$ cat config.mk
export PLATFORM = sky130hd
export DESIGN_NAME = zxuno_audio_mixer_n
export DESIGN_NICKNAME = d
export VERILOG_FILES = /design/src/rtl/zxuno_audio_mixer_n_pkg.sv /design/src/rtl/zxuno_sigma_delta_dac.sv /design/src/rtl/zxuno_audio_mixer_n.sv
export SDC_FILE = /design/constraint.sdc
export NUM_CORES = 1
export LEC_CHECK = 0
export CAP_MARGIN = 20
export CORE_MARGIN = 10
export CORE_UTILIZATION = 60
export DETAILED_ROUTE_END_ITERATION = 12
export GPL_TIMING_DRIVEN = 0
export PLACE_DENSITY = 0.86
export SLEW_MARGIN = 20
export SYNTH_ARGS = -nofsm -noshare
export SYNTH_HDL_FRONTEND = slang
export SYNTH_SLANG_ARGS = --single-unit
$ cat constraint.sdc
create_clock -name clk -period 10.8 [get_ports clk]
set_clock_uncertainty 0.2 [all_clocks]
set_input_delay 3.24 -clock clk [delete_from_list [all_inputs] [get_ports clk]]
set_output_delay 3.24 -clock clk [all_outputs]
set_load 0.02 [all_outputs]
$ cat src/rtl/zxuno_audio_mixer_n_pkg.sv
// Shared definitions for the N-channel audio mixer: ZX-Uno register map,
// FSM state encoding and the status register layout.
package zxuno_audio_mixer_n_pkg;

  // ZX-Uno register map entries owned by the mixer
  localparam logic [7:0] ZXUNO_REG_MIX_SEL  = 8'hF8;
  localparam logic [7:0] ZXUNO_REG_MIX_GAIN = 8'hF9;

  // Gain is a fixed-point value with this many fraction bits (8 = unity)
  localparam int unsigned GAIN_FRAC_BITS = 3;

  typedef enum logic [1:0] {
    MIX_IDLE  = 2'd0,
    MIX_ACC   = 2'd1,
    MIX_SCALE = 2'd2
  } mix_state_e;

  typedef struct packed {
    logic       overrun;
    logic [1:0] rsvd;
    logic [4:0] sel;
  } mix_status_t;

  function automatic logic [7:0] pack_status(input logic overrun, input logic [4:0] sel);
    mix_status_t st;
    st.overrun = overrun;
    st.rsvd    = 2'b00;
    st.sel     = sel;
    return st;
  endfunction

endpackage

$ cat src/rtl/zxuno_sigma_delta_dac.sv
// First-order sigma-delta modulator: the carry of a W-bit accumulator
// is the 1-bit DAC stream.
module zxuno_sigma_delta_dac #(
  parameter int unsigned W = 8
) (
  input  logic         clk,
  input  logic         rst_n,
  input  logic [W-1:0] din,
  output logic         dout
);

  logic [W-1:0] sd_acc_q;
  logic [W:0]   sum_c;

  assign sum_c = {1'b0, sd_acc_q} + {1'b0, din};

  always_ff @(posedge clk or negedge rst_n) begin
    if (!rst_n) begin
      sd_acc_q <= '0;
      dout     <= 1'b0;
    end else begin
      sd_acc_q <= sum_c[W-1:0];
      dout     <= sum_c[W];
    end
  end

endmodule

$ cat src/rtl/zxuno_audio_mixer_n.sv
// N-channel time-multiplexed audio mixer with per-channel gain set through
// ZX-Uno registers, saturating output and a sigma-delta DAC pin.
module zxuno_audio_mixer_n
  import zxuno_audio_mixer_n_pkg::*;
#(
  parameter int unsigned NCH      = 4,
  parameter int unsigned W        = 8,
  parameter int unsigned GW       = 4,
  parameter int unsigned SHIFT    = 2,
  parameter logic [7:0]  REG_SEL  = ZXUNO_REG_MIX_SEL,
  parameter logic [7:0]  REG_GAIN = ZXUNO_REG_MIX_GAIN
) (
  input  logic             clk,
  input  logic             rst_n,
  input  logic             sample_en,
  input  logic [NCH*W-1:0] ch_in,
  input  logic [7:0]       zxuno_addr,
  input  logic             zxuno_regrd,
  input  logic             zxuno_regwr,
  input  logic [7:0]       din,
  output logic [7:0]       dout,
  output logic             oe_n,
  output logic [W-1:0]     mix_out,
  output logic             mix_valid,
  output logic             audio_out
);

  localparam int unsigned SW = $clog2(NCH);
  localparam int unsigned PW = W + GW;
  localparam int unsigned AW = W + GW + SW;

  mix_state_e    state_q, state_d;
  logic [SW-1:0] sel_q;
  logic [SW-1:0] idx_q, idx_d;
  logic          overrun_q;
  logic [GW-1:0] gain_q [NCH];
  logic [W-1:0]  snap_q [NCH];
  logic [AW-1:0] acc_q, acc_d;
  logic [W-1:0]  mix_out_d;
  logic          mix_valid_d;
  logic          snap_en_c;

  logic          sel_hit_c, gain_hit_c, sel_ok_c;
  logic [PW-1:0] prod_c;
  logic [AW-1:0] scaled_c;
  logic [7:0]    gain_rd_c;

  assign sel_hit_c  = (zxuno_addr == REG_SEL);
  assign gain_hit_c = (zxuno_addr == REG_GAIN);
  assign sel_ok_c   = (32'(sel_q) < NCH);

  // Register read port is combinational so data and oe_n line up with the strobe
  assign gain_rd_c = sel_ok_c ? 8'(gain_q[sel_q]) : 8'h00;
  assign oe_n      = ~(zxuno_regrd & (sel_hit_c | gain_hit_c));
  always_comb begin
    dout = 8'h00;
    if (zxuno_regrd && sel_hit_c)
      dout = pack_status(overrun_q, 5'(sel_q));
    else if (zxuno_regrd && gain_hit_c)
      dout = gain_rd_c;
  end

  assign prod_c   = PW'(snap_q[idx_q]) * PW'(gain_q[idx_q]);
  assign scaled_c = acc_q >> (GAIN_FRAC_BITS + SHIFT);

  // Next-state and datapath control
  always_comb begin
    state_d     = state_q;
    idx_d       = idx_q;
    acc_d       = acc_q;
    mix_out_d   = mix_out;
    mix_valid_d = 1'b0;
    snap_en_c   = 1'b0;
    case (state_q)
      MIX_IDLE: begin
        if (sample_en) begin
          snap_en_c = 1'b1;
          acc_d     = '0;
          idx_d     = '0;
          state_d   = MIX_ACC;
        end
      end
      MIX_ACC: begin
        acc_d = acc_q + AW'(prod_c);
        idx_d = idx_q + SW'(1);
        if (idx_q == SW'(NCH - 1))
          state_d = MIX_SCALE;
      end
      MIX_SCALE: begin
        mix_out_d   = (|scaled_c[AW-1:W]) ? '1 : scaled_c[W-1:0];
        mix_valid_d = 1'b1;
        state_d     = MIX_IDLE;
      end
      default: state_d = MIX_IDLE;
    endcase
  end

  always_ff @(posedge clk or negedge rst_n) begin
    if (!rst_n) begin
      state_q   <= MIX_IDLE;
      idx_q     <= '0;
      acc_q     <= '0;
      mix_out   <= '0;
      mix_valid <= 1'b0;
    end else begin
      state_q   <= state_d;
      idx_q     <= idx_d;
      acc_q     <= acc_d;
      mix_out   <= mix_out_d;
      mix_valid <= mix_valid_d;
    end
  end

  always_ff @(posedge clk or negedge rst_n) begin
    if (!rst_n) begin
      for (int k = 0; k < NCH; k++) snap_q[k] <= '0;
    end else if (snap_en_c) begin
      for (int k = 0; k < NCH; k++) snap_q[k] <= ch_in[k*W +: W];
    end
  end

  // Control registers; a sample dropped outside IDLE wins over a clear
  always_ff @(posedge clk or negedge rst_n) begin
    if (!rst_n) begin
      sel_q     <= '0;
      overrun_q <= 1'b0;
      for (int k = 0; k < NCH; k++) gain_q[k] <= GW'(8);
    end else begin
      if (zxuno_regwr && sel_hit_c)
        sel_q <= din[SW-1:0];
      if (sample_en && (state_q != MIX_IDLE))
        overrun_q <= 1'b1;
      else if (zxuno_regwr && sel_hit_c && din[7])
        overrun_q <= 1'b0;
      for (int k = 0; k < NCH; k++) begin
        if (zxuno_regwr && gain_hit_c && sel_ok_c && (sel_q == SW'(k)))
          gain_q[k] <= din[GW-1:0];
      end
    end
  end

  zxuno_sigma_delta_dac #(.W(W)) u_dac (
    .clk   (clk),
    .rst_n (rst_n),
    .din   (mix_out),
    .dout  (audio_out)
  );

endmodule
==> results.sh <==
export IMPL_port_buffers=64
export IMPL_layout_drive_gt1_share_pct=17.8
export IMPL_synth_edff_count=0
export IMPL_max_slew_margin_pct=58.3
export IMPL_drt_iter0_markers=196
export IMPL_final_max_slew_violation_count=0
export IMPL_synth_seq_cells=87
export IMPL_p_clk_share_pct=20.3
export IMPL_cts_sinks=87
export IMPL_antenna_found_initial=0
export IMPL_path_class="in2out"
export IMPL_final_setup_viol_count=0
export IMPL_p_per_area_nw_per_um2=208
export IMPL_fin_crit_ps=8680
export IMPL_synth_largest_area_cell="dfrtp_1"
export IMPL_ctsHoldBuffers=0
export IMPL_synth_top_area_share_pct=38.5
export IMPL_power_share_sequential_pct=37.7
export IMPL_die_y_um=115
export IMPL_drv_cap=0
export IMPL_drtAntennaViolNets=0
export IMPL_fin_area_um2=6440
export IMPL_io_pins=72
export IMPL_status="completed"
export IMPL_finalSetupTns_ps=0
export IMPL_pre_cts_ws_ps=2100
export IMPL_vdd_drop_max_v=0.000131
export IMPL_yosys_top_cells_area="dfrtp_1 38%, mux2_2 10%, fa_1 8.2%, ha_1 7.2%, mux4_2 6.3%"
export IMPL_yosysMostFrequentCell="dfrtp_1"
export IMPL_clk_path_buf_depth=2
export IMPL_syn_avg_cell_area_um2=11.4
export IMPL_start_util_pct=61.9
export IMPL_row_count=34
export IMPL_cts_inserted_buffers=9
export IMPL_synth_seq_area_share_pct=40.4
export IMPL_final_hold_viol_count=0
export IMPL_die_x_um=115
export IMPL_grt_pass1_wl_um=19500
export IMPL_critPathCaptureType="primary output"
export IMPL_wl_per_cell_um=16.4
export IMPL_worst_slack_ps=2120
export IMPL_cp_required_ps=7360
export IMPL_combPwrFrac_pct=42.0
export IMPL_rsz0062_at_grt="no"
export IMPL_nets=658
export IMPL_yosys_top_cells_count="83 x dfrtp_1, 56 x inv_1, 48 x mux2_2"
export IMPL_cp_max_fo=5
export IMPL_dieArea_um2=13200
export IMPL_synthToLayoutAreaGrowth_pct=19.2
export IMPL_post_dp_hpwl_um=8830
export IMPL_cp_data_arrival_time_ps=5240
export IMPL_drc_errors=0
export IMPL_via_per_inst=5.54
export IMPL_drt_wl_total_um=10900
export IMPL_antenna_cells=0
export IMPL_post_synth_num_cell_types=49
export IMPL_cts_tree="yes"
export IMPL_synth_ff_type="dfrtp_1"
export IMPL_hp_class="reg2reg"
export IMPL_startpoint_type="primary input"
export IMPL_finalCritPeriodShare_pct=80.3
export IMPL_post_cts_buffers=0
export IMPL_clkLatencyLatePin_ps=370
export IMPL_netlist_instances=474
export IMPL_grtUsageTotal_pct=17.9
export IMPL_power_switching_mw=0.468
export IMPL_coreArea_um2=8720
export IMPL_ys_warn_count=0
export IMPL_grt_max_degree=50
export IMPL_achievable_frequency_ghz=0.115
export IMPL_syn_area_um2=5400
export IMPL_clkTransAtPathRegs_ps=80
export IMPL_clockRootBuffer="clkbuf_8"
export IMPL_ctsResizeCount=0
export IMPL_intPower_mw=0.870
export IMPL_tightestPinTransition_ps=626
export IMPL_grt_pass1_vias=4115
export IMPL_p_sw_share_pct=35.0
export IMPL_p_leak_nw=2.96
export IMPL_synthArstFlopShare_pct=100
export IMPL_htreeDepth=3
export IMPL_placed_area_um2=6200
export IMPL_place_congestion=0.931
export IMPL_first_pass_iters=5
export IMPL_grt_overflow=0
export IMPL_vias=3681
==> metal layers <==
metal,up-vias,global-route usage (%),share of wire [%]
li1,1764,-,-
met2,89,30.4,51
met1,1810,22.0,42
met5,-,0,0
met4,0,5.94,1.9
met3,18,4.06,5.1
==> worst paths after layout <==
kind,start,to,slack [ps],depth (start not counted)
worst min-delay path,u_dac.sd_acc_q[0]$_DFF_PN0_,u_dac.sd_acc_q[0]$_DFF_PN0_,280,1
worst max-delay path,zxuno_addr[5],dout[7],2120,6
max in group asynchronous,rst_n,gain_q[7]$_DFFE_PN1P_,7020,2
worst max register to register,idx_q[0]$_DFFE_PN0P_,acc_q[11]$_DFFE_PN0P_,5620,15
min in group asynchronous,rst_n,acc_q[3]$_DFFE_PN0P_,2680,1
worst min register to register,u_dac.sd_acc_q[0]$_DFF_PN0_,u_dac.sd_acc_q[0]$_DFF_PN0_,280,1
==> power groups by stage <==
stage | Clock (mW) | Sequential, mW | Combinational [mW]
6_report | 0.271 | 0.504 | 0.562
5_1_grt | 0.286 | 0.518 | 0.633
4_1_cts | 0.273 | 0.504 | 0.569
3_5_place_dp | 0 | 0.510 | 0.566
3_3_place_gp | 0 | 0.501 | 0.536
2_1_floorplan | 0 | 0.503 | 0.404
==> stage by stage <==
stage          instances  utilization (%)  total power [mW]  hold slack (ps)
2_1_floorplan        476                -             0.907              243
3_3_place_gp         648             70.9              1.04              255
3_5_place_dp         649             71.1              1.08              261
4_1_cts              665             73.8              1.35              280
5_1_grt              665             73.8              1.44              310
6_report             665             73.8              1.34              275
==> area by class of cell <==
class	count	area (µm²)
multi-input combinational	315	2930
tap	108	135
clock inverter	5	106
inverter	56	210
buffer	18	87.6
clock buffer	11	131
timing repair buffer	65	658
fill	598	2280
sequential	87	2180
==> worst max-delay path, stage by stage <==
cell	delay, ps
clkdlybuf4s50_1	460
nand4_1	130
nor4b_4	390
nand2_1	160
nor3b_1	210
clkdlybuf4s50_1	640
==> cells in the final DEF, fill, tap and decap left out, drive strengths merged, types with 2 or more instances in the layout <==
cell | netlist | routed
a21o | 5 | 5
a21oi | 15 | 15
a31oi | 3 | 3
a32o | 2 | 2
and2 | 31 | 31
and3 | 2 | 2
buf | 12 | 14
bufinv | 0 | 3
clkbuf | 6 | 17
clkdlybuf4s50 | 0 | 63
conb | 1 | 3
dfrtp | 83 | 83
dfstp | 4 | 4
fa | 22 | 22
ha | 31 | 31
inv | 56 | 56
mux2 | 50 | 50
mux2i | 4 | 4
mux4 | 15 | 15
nand2 | 36 | 36
nand2b | 6 | 6
nand3 | 7 | 7
nand4 | 2 | 2
nor2 | 12 | 12
nor2b | 5 | 5
nor3 | 3 | 3
nor3b | 4 | 4
o211ai | 5 | 5
o21ai | 17 | 17
o21bai | 2 | 2
o22ai | 7 | 7
xnor2 | 4 | 4
xor2 | 10 | 10
==> flip-flops by register name, indices dropped and copies added, names as in the netlist <==
name,count
snap_q,32
gain_q,16
acc_q,14
mix_out,8
u_dac.sd_acc_q,8
idx_q,2
sel_q,2
state_q,2
mix_valid,1
overrun_q,1
u_dac.dout,1
==> logic make-up after synthesis <==
kind of cell,count (synthesis),share of synthesized area [%]
AND/OR/NAND/NOR,114,11.8
flip-flops,87,40.4
buffers and inverters,74,5.52
multiplexers,69,17.4
AO/OA/AOI/OAI,62,7.16
adder cells (fa/ha/maj),53,15.3
XOR/XNOR,14,2.27
other,1,0.0695
Power figures use the tool's default switching activity.
